[src/rtl/ps2_pkg.sv]
// ps2_pkg: scan-code constants and state encodings shared by the PS/2 receiver and key decoder
package ps2_pkg;
  localparam logic [7:0] SC_EXT   = 8'hE0;
  localparam logic [7:0] SC_BREAK = 8'hF0;
  localparam logic [7:0] SC_UP    = 8'h75;
  localparam logic [7:0] SC_DOWN  = 8'h72;
  localparam logic [7:0] SC_SPACE = 8'h29;
  localparam logic [7:0] SC_W     = 8'h1D;
  localparam logic [7:0] SC_S     = 8'h1B;
  localparam logic [1:0] F_IDLE   = 2'd0;
  localparam logic [1:0] F_DATA   = 2'd1;
  localparam logic [1:0] F_PARITY = 2'd2;
  localparam logic [1:0] F_STOP   = 2'd3;
  localparam logic [1:0] D_BASE    = 2'd0;
  localparam logic [1:0] D_EXT     = 2'd1;
  localparam logic [1:0] D_BRK     = 2'd2;
  localparam logic [1:0] D_EXT_BRK = 2'd3;
endpackage

[src/rtl/ps2_rx_frame.sv]
// ps2_rx_frame: synchronizes and glitch-filters the PS/2 pins, then assembles odd-parity frames with a mid-frame timeout
module ps2_rx_frame
  import ps2_pkg::*;
#(
  parameter int FILTER_LEN     = 8,
  parameter int TIMEOUT_CYCLES = 100_000
) (
  input  logic       clk,
  input  logic       reset,
  input  logic       ps2_clk,
  input  logic       ps2_data,
  output logic [7:0] data,
  output logic       data_valid,
  output logic       frame_err,
  output logic       timeout
);
  localparam int FW = $clog2(FILTER_LEN + 1);
  localparam int TW = $clog2(TIMEOUT_CYCLES + 1);
  localparam logic [FW-1:0] F_MAX = FW'(FILTER_LEN - 1);
  localparam logic [TW-1:0] T_MAX = TW'(TIMEOUT_CYCLES - 1);
  logic [1:0] clk_sync, dat_sync;
  logic filt;
  logic [FW-1:0] fcnt;
  logic [1:0] st;
  logic [2:0] bit_idx;
  logic [7:0] sh;
  logic par;
  logic [TW-1:0] tcnt;
  logic fall, din;
  assign din  = dat_sync[1];
  // the filtered level drops in the same cycle the strobe fires
  assign fall = filt & ~clk_sync[1] & (fcnt == F_MAX);
  always_ff @(posedge clk or negedge reset) begin
    if (!reset) begin
      clk_sync   <= 2'b11;
      dat_sync   <= 2'b11;
      filt       <= 1'b1;
      fcnt       <= '0;
      st         <= F_IDLE;
      bit_idx    <= '0;
      sh         <= '0;
      par        <= 1'b0;
      tcnt       <= '0;
      data       <= '0;
      data_valid <= 1'b0;
      frame_err  <= 1'b0;
      timeout    <= 1'b0;
    end else begin
      clk_sync   <= {clk_sync[0], ps2_clk};
      dat_sync   <= {dat_sync[0], ps2_data};
      fcnt       <= (clk_sync[1] == filt || fcnt == F_MAX) ? '0 : fcnt + 1'b1;
      filt       <= (clk_sync[1] != filt && fcnt == F_MAX) ? clk_sync[1] : filt;
      tcnt       <= (st == F_IDLE || fall) ? '0 : tcnt + 1'b1;
      data_valid <= 1'b0;
      frame_err  <= 1'b0;
      timeout    <= 1'b0;
      if (st != F_IDLE && !fall && tcnt == T_MAX) begin
        st        <= F_IDLE;
        frame_err <= 1'b1;
        timeout   <= 1'b1;
      end else if (fall) begin
        case (st)
          F_IDLE: begin
            st      <= din ? F_IDLE : F_DATA;
            bit_idx <= '0;
          end
          F_DATA: begin
            sh      <= {din, sh[7:1]};
            bit_idx <= bit_idx + 1'b1;
            st      <= (bit_idx == 3'd7) ? F_PARITY : F_DATA;
          end
          F_PARITY: begin
            par <= din;
            st  <= F_STOP;
          end
          F_STOP: begin
            st         <= F_IDLE;
            data       <= (din && (^sh ^ par)) ? sh : data;
            data_valid <= din && (^sh ^ par);
            frame_err  <= !(din && (^sh ^ par));
          end
        endcase
      end
    end
  end
endmodule

[src/rtl/ps2_key_decoder.sv]
// ps2_key_decoder: turns PS/2 scan codes into held up/down levels and a space-driven pause toggle
// Define PS2_WASD_EN to also map W/S onto up/down.
module ps2_key_decoder
  import ps2_pkg::*;
#(
  parameter int FILTER_LEN     = 8,
  parameter int TIMEOUT_CYCLES = 100_000
) (
  input  logic       clk,
  input  logic       reset,
  input  logic       ps2_clk,
  input  logic       ps2_data,
  output logic       up_key_press,
  output logic       down_key_press,
  output logic       pause,
  output logic [7:0] key_code,
  output logic       key_valid,
  output logic       frame_err
);
  logic [7:0] rx_byte;
  logic rx_valid, rx_timeout;
  logic [1:0] dstate;
  logic arrow_up, arrow_down, space_held;
  ps2_rx_frame #(.FILTER_LEN(FILTER_LEN), .TIMEOUT_CYCLES(TIMEOUT_CYCLES)) u_rx (
    .clk        (clk),
    .reset      (reset),
    .ps2_clk    (ps2_clk),
    .ps2_data   (ps2_data),
    .data       (rx_byte),
    .data_valid (rx_valid),
    .frame_err  (frame_err),
    .timeout    (rx_timeout)
  );
  logic base_k, brk_k, ext_k, ext_brk_k;
  assign base_k    = rx_valid && dstate == D_BASE;
  assign brk_k     = rx_valid && dstate == D_BRK;
  assign ext_k     = rx_valid && dstate == D_EXT;
  assign ext_brk_k = rx_valid && dstate == D_EXT_BRK;
  always_ff @(posedge clk or negedge reset) begin
    if (!reset) begin
      dstate     <= D_BASE;
      arrow_up   <= 1'b0;
      arrow_down <= 1'b0;
      space_held <= 1'b0;
      pause      <= 1'b0;
      key_code   <= '0;
      key_valid  <= 1'b0;
    end else begin
      key_valid <= rx_valid;
      key_code  <= rx_valid ? rx_byte : key_code;
      // a prefix byte in an unexpected state completes the code and drops back to BASE
      dstate <= rx_timeout ? D_BASE :
                !rx_valid ? dstate :
                (rx_byte == SC_EXT && dstate == D_BASE) ? D_EXT :
                (rx_byte == SC_BREAK && dstate == D_BASE) ? D_BRK :
                (rx_byte == SC_BREAK && dstate == D_EXT) ? D_EXT_BRK : D_BASE;
      arrow_up   <= (ext_k && rx_byte == SC_UP) ? 1'b1 : (ext_brk_k && rx_byte == SC_UP) ? 1'b0 : arrow_up;
      arrow_down <= (ext_k && rx_byte == SC_DOWN) ? 1'b1 : (ext_brk_k && rx_byte == SC_DOWN) ? 1'b0 : arrow_down;
      pause      <= (base_k && rx_byte == SC_SPACE && !space_held) ? ~pause : pause;
      space_held <= (base_k && rx_byte == SC_SPACE) ? 1'b1 : (brk_k && rx_byte == SC_SPACE) ? 1'b0 : space_held;
    end
  end
`ifdef PS2_WASD_EN
  logic w_held, s_held;
  always_ff @(posedge clk or negedge reset) begin
    if (!reset) begin
      w_held <= 1'b0;
      s_held <= 1'b0;
    end else begin
      w_held <= (base_k && rx_byte == SC_W) ? 1'b1 : (brk_k && rx_byte == SC_W) ? 1'b0 : w_held;
      s_held <= (base_k && rx_byte == SC_S) ? 1'b1 : (brk_k && rx_byte == SC_S) ? 1'b0 : s_held;
    end
  end
  assign up_key_press   = arrow_up | w_held;
  assign down_key_press = arrow_down | s_held;
`else
  assign up_key_press   = arrow_up;
  assign down_key_press = arrow_down;
`endif
endmodule

[config.mk]
export PLATFORM = sky130hd
export DESIGN_NAME = ps2_key_decoder
export DESIGN_NICKNAME = d
export VERILOG_FILES = /design/src/rtl/ps2_pkg.sv /design/src/rtl/ps2_rx_frame.sv /design/src/rtl/ps2_key_decoder.sv
export SDC_FILE = /design/constraint.sdc
export NUM_CORES = 1
export LEC_CHECK = 0
export BUFFER_PORTS_ARGS = -buffer_cell sky130_fd_sc_hd__buf_2
export CORE_MARGIN = 2
export CORE_UTILIZATION = 36
export CTS_BUF_LIST = sky130_fd_sc_hd__clkbuf_4 sky130_fd_sc_hd__clkbuf_8 sky130_fd_sc_hd__clkbuf_16
export CTS_CLUSTER_SIZE = 20
export DETAILED_ROUTE_END_ITERATION = 8
export PLACE_DENSITY_LB_ADDON = 0.15
export RECOVER_POWER = 25
export SYNTH_ARGS = -nofsm -noshare
export SYNTH_HDL_FRONTEND = slang
export SYNTH_HIERARCHICAL = 1
export SYNTH_SLANG_ARGS = --single-unit
[constraint.sdc]
create_clock -name clk -period 2.3 [get_ports clk]
set_clock_uncertainty 0.15 [all_clocks]
set_input_delay 0.115 -clock clk [delete_from_list [all_inputs] [get_ports clk]]
set_output_delay 0.115 -clock clk [all_outputs]
set_load 0.005 [all_outputs]
Word level (Yosys, flattened, before mapping)
Cells that the tools add are included.
{"block": "word_totals", "word_cells": 108, "input_bits": 4, "register_bits": 66}
{"block": "op_classes", "addsub": 3, "reduce_logical": 37, "muxes": 26, "bitwise_logic": 6, "eq_ne": 16}
{"cell": "logical AND 1 bit", "count": 18}
{"cell": "adder 17 x 1 -> 17 bit (second input constant)", "count": 1}
{"cell": "== test 17 bit (second input constant)", "count": 1}
{"cell": "two-way mux 17 bit", "count": 1}
{"cell": "== test 8 x 7 -> 1 bit (second input constant)", "count": 2}
{"cell": "== test 8 bit (second input constant)", "count": 2}
{"cell": "two-way mux 2 bit", "count": 8}
{"cell": "two-way mux 1 bit", "count": 14}
{"cell": "nonzero test 2 bit", "count": 7}
{"cell": "AND reduction 3 bit", "count": 3}
{"cell": "== test 2 bit (second input constant)", "count": 4}
{"cell": "== test 8 x 6 -> 1 bit (second input constant)", "count": 1}
{"cell": "case mux 2 bit (4 select lines)", "count": 1}
{"cell": "parity 8 bit", "count": 1}
{"cell": "case mux 3 bit (2 select lines)", "count": 1}
{"cell": "adder 4 x 1 -> 4 bit (second input constant)", "count": 1}
{"cell": "== test 2 x 1 -> 1 bit (second input constant)", "count": 2}
{"cell": "== test 4 x 3 -> 1 bit (second input constant)", "count": 1}
{"cell": "logical NOT 2 bit", "count": 2}
{"cell": "two-way mux 4 bit", "count": 1}
{"cell": "AND reduction 4 bit", "count": 1}
{"cell": "adder 3 x 1 -> 3 bit (second input constant)", "count": 1}
{"cell": "== test 3 bit (second input constant)", "count": 1}
{"cell": "logical NOT 1 bit", "count": 3}
{"cell": "other kinds (6)", "count": 10}

Depth between registers and ports, before layout
{"block": "depth", "depth_word": 8, "depth_mapped": 7}

By module
The synthesis kept the hierarchy.
{"mod": "ps2_rx_frame", "cells_per_inst": 193, "area_per_inst_um2": 2299.7, "n_inst": 1}
{"mod": "ps2_key_decoder", "cells_per_inst": 51, "area_per_inst_um2": 688.2, "n_inst": 1}

Worst setup path before layout
OpenSTA, ideal clock, no wires.
{"block": "synth_timing", "kind": "register to register", "from": "register u_rx.filt", "to": "register u_rx.data[0]", "t_required_ps": 2025, "path_slack_ps": 46, "period_less_slack_ps": 2254, "t_arrival_ps": 1980, "stages_incl_launch_ff": 6, "cell_sequence": "dfstp_2 > ha_1 > nand4b_1 > or4_4 > mux2i_4 > mux2_2"}
{"block": "synth_via", "elab_chain_len": 7}
{"element": "from (decl)", "line_no": "ps2_rx_frame.sv:22", "text": "logic filt;"}
{"element": "from (signal assigned)", "line_no": "ps2_rx_frame.sv:52", "text": "filt <= (clk_sync[1] != filt && fcnt == F_MAX) ? clk_sync[1] : filt;"}
{"element": "bitwise AND 1 bit (*) (2 in series)", "line_no": "ps2_rx_frame.sv:32", "text": "assign fall = filt & ~clk_sync[1] & (fcnt == F_MAX);"}
{"element": "logical NOT 1 bit", "line_no": "ps2_rx_frame.sv:57", "text": "if (st != F_IDLE && !fall && tcnt == T_MAX) begin"}
{"element": "logical AND 1 bit (2 in series)", "line_no": "ps2_rx_frame.sv:57"}
{"element": "NOT 1 bit (no source line)"}
{"element": "AND reduction 4 bit (no source line) (*)"}
{"element": "to (signal assigned)", "line_no": "ps2_rx_frame.sv:78", "text": "data <= (din && (^sh ^ par)) ? sh : data;"}
{"element": "to (decl)", "line_no": "ps2_rx_frame.sv:12", "text": "output logic [7:0] data,"}
Every way passes the cells marked *; elsewhere a longest branch is shown, timed or not.
A chain may end at the register's enable or synchronous reset.

Final worst setup path
{"block": "layout_timing", "from": "register u_rx.filt", "to": "register u_rx.data[3]"}
Same word-level chain as after synthesis.

==> metrics.csv <==
stage,metric,value,unit
flow_run,drv_cap,0,
route,routedWlPerCell,13.4,microns
placed_design,gp_congestion,0.739,
cts,post-cts-setup-buffers,0,
floorplan,die_w,95.1,microns
pwr,internal-power,1870,uW
yosys,synth_edf_count,0,
cts,worstSkewPairLatency,330,ps
global_routing,met1_usage,0.171,
pwr,p_per_area,668,nW/um^2
pwr,p_seq_frac,0.507,
yosys,synthDistinctLibCells,45,
pwr,pwr-share-comb,0.037,
global_routing,grtUsageMet3,0.0308,
worst_setup_path,crit_type,register to register,
cts,root_buffer,clkbuf_8,
placed_design,dp_hpwl,3.76,mm
cts,cts_tree,done,
finish,finalNetCount,293,
placed_design,place_area,3320,sq um
yosys,postSynthCellCount,244,
sta,maxSlewViolCount,0,
finish,stdcell_area,3570,sq um
finish,layout_commonest_cell,dfrtp_1,
yosys,syn_area_per_cell,12.2,sq um
cts,cts_inserted_buffers,9,
yosys,ys_seq_elements,66,
sta,clock.fmax,0.441,GHz
yosys,synth.yosys.warnings,6,
global_routing,gr-total-overflow,0,
worst_setup_path,crit_required,2370,ps
worst_setup_path,worstSetupStartpointType,register,
pwr,p_total,2380,uW
sta,tightest_slew,1300,ps
sta,hold_slack,206,ps
finish,fin_util,0.439,
placed_design,io_buffers,16,
cts,cts.repair.resized,0,
route,drt_first_pass_iters,4,
cts,clk_pin_slew,70,ps
global_routing,antenna_found_initial,0,
route,drc,0,
sta,finalHoldViolations,0,
global_routing,grt_pass1_vias,1974,
worst_setup_path,path_max_fanout,9,
global_routing,grt.busiest_layer,met2,
floorplan,ioPinCount,17,
sta,timing.final.crit_share,0.985,
route,routed_via_density,4.87,
floorplan,die_height,95.1,microns
floorplan,dieArea,9040,sq um
sta,grt_setup_unrepaired,yes,
pwr,leakage,0.00163,uW
yosys,synthFlopType,dfrtp_1,
yosys,syn-num-nets,253,
yosys,synthesis.area,2990,sq um
pwr,p_clk_frac,0.457,
pwr,ir_drop,0.000363,V
finish,drive_gt1_frac,0.280,
cts,clock_path_buffers,2,
floorplan,start_util,0.367,
floorplan,core-area,8130,sq um
worst_setup_path,end_kind,register,
yosys,synth_seq_area_share,0.555,
finish,synthToLayoutAreaGrowth,19.4,%
global_routing,grt_use_met2,0.210,
finish,layout_common_cells,"61 x dfrtp_1, 27 x mux2_2, 18 x nor2_1",
global_routing,grt_max_degree,45,
cts,clock-sinks,66,
sta,finalCriticalPeriod,2270,ps
yosys,yosys-top-cells-area,"dfrtp_1 51%, mux2_2 10%, dfstp_2 4.4%",
route,detail-route-antenna-nets,0,
pwr,swShare,0.216,
yosys,netlist.area_leader.share,0.511,
hold_path,worstHoldPathType,register to register,
cts,htreeDepth,3,
sta,slew_headroom,0.133,
yosys,synth_top_area_cell,dfrtp_1,
route,drt_iter0_markers,61,
sta,setup_viol,0,
global_routing,grt_pass1_wl,9.26,mm
global_routing,grt_usage,0.133,
worst_setup_path,arrival,2340,ps
route,via_count,1920,
outcome,outcome,completed,
route,wirelength,5.29,mm
pwr,p_sw,514,uW
finish,diodes,0,
yosys,async_reset_ff_frac,1.00,
finish,n_fill_cell,767,
floorplan,rows,33,
[synth_stat cells (3+ instances only)]
cell / instances
nand3_1: 7
nand2b_1: 3
inv_1: 7
nand2_1: 13
or3_1: 5
xor2_1: 6
nand4_1: 9
dfrtp_1: 61
a21oi_1: 11
nor4bb_1: 3
nor2_1: 18
nor3_1: 4
ha_1: 5
mux2i_1: 3
xnor2_1: 9
and4_1: 4
dfstp_2: 5
mux2_2: 27
clkbuf_1: 3
and2_1: 5
o21ai_0: 8
[timing repair]
| item | CTS | global route |
|---|---|---|
| hold endpoints to repair | 24 | 0 |
| hold buffers | 3 | 0 |
| endpoints found under the setup margin | 0 | 8 |
[cell type report]
| cell class | count | area (sq um) | share of cell area |
|---|---|---|---|
| inverters | 7 | 26.3 | 0.00737 |
| flip-flops and latches | 66 | 1660 | 0.465 |
| repair buffers | 34 | 241 | 0.0677 |
| well taps | 105 | 131 | 0.0368 |
| clock inverters | 6 | 90.1 | 0.0253 |
| multi-input cells | 166 | 1280 | 0.360 |
| clock buffers | 10 | 138 | 0.0386 |
[layer usage]
layer | vias up | wire (microns)
met3 | 7 | 140
li1 | 957 | -
met4 | 0 | 76
met5 | - | 0
met1 | 932 | 2680
met2 | 24 | 2390
[worst max-delay path: stages, from the launching register on]
cell and delay, ps:
dfstp_2 530, ha_1 150, nand4b_1 140, or4_4 550, mux2i_4 180, buf_12 150, mux2_2 330
[logic make-up (layout without fill, tap and decap cells)]
group	Yosys count	count (layout)	synth area share
simple gates	88	88	0.182
flops	66	66	0.555
mux	31	31	0.119
compound gates	25	25	0.0461
xor+xnor	17	17	0.0607
buf+inv	12	57	0.0159
fa+ha+maj	5	5	0.0209
[through the flow]
step,setup slack [ps],setup TNS [ps],cells
final,34.2,0,394
after global routing,-34.0,-210,394
after detailed placement,19.8,0,375
after CTS,22.0,0,394
after global placement,44.7,0,375
after floorplan,45.6,0,244
[final timing paths]
| check | cells after the start | startpoint | end | slack (ps) |
|---|---|---|---|---|
| hold / removal | 0 | u_rx/dat_sync[0] | u_rx/dat_sync[1] | 210 |
| setup reg to reg | 6 | u_rx/filt | u_rx/data[3] | 30 |
| min in group asynchronous | 2 | reset | u_rx/tcnt[14] | 440 |
| max in group asynchronous | 3 | reset | u_rx/sh[1] | 710 |
| hold reg to reg | 0 | u_rx/dat_sync[0] | u_rx/dat_sync[1] | 210 |
| setup / recovery | 6 | u_rx/filt | u_rx/data[3] | 30 |
[flip-flops by register name, summed over array words and instances (netlist names)]
register,flops
u_rx/frame_err,1
pause,1
u_rx/bit_idx,3
u_rx/st,2
u_rx/par,1
u_rx/filt,1
u_rx/timeout,1
u_rx/sh,8
key_valid,1
u_rx/dat_sync,2
u_rx/data,8
dstate,2
u_rx/tcnt,17
up_key_press,1
u_rx/clk_sync,2
space_held,1
u_rx/data_valid,1
u_rx/fcnt,4
down_key_press,1
key_code,8
[power groups by stage]
stage | sequential [uW] | combinational (uW) | clock, uW
2_1_floorplan | 1230 | 41.4 | 0
3_3_place_gp | 1230 | 84.6 | 0
3_5_place_dp | 1230 | 88.1 | 0
4_1_cts | 1210 | 91.8 | 1140
5_1_grt | 1210 | 102 | 1200
6_report | 1210 | 87.7 | 1090
Power figures use the tool's default switching activity.
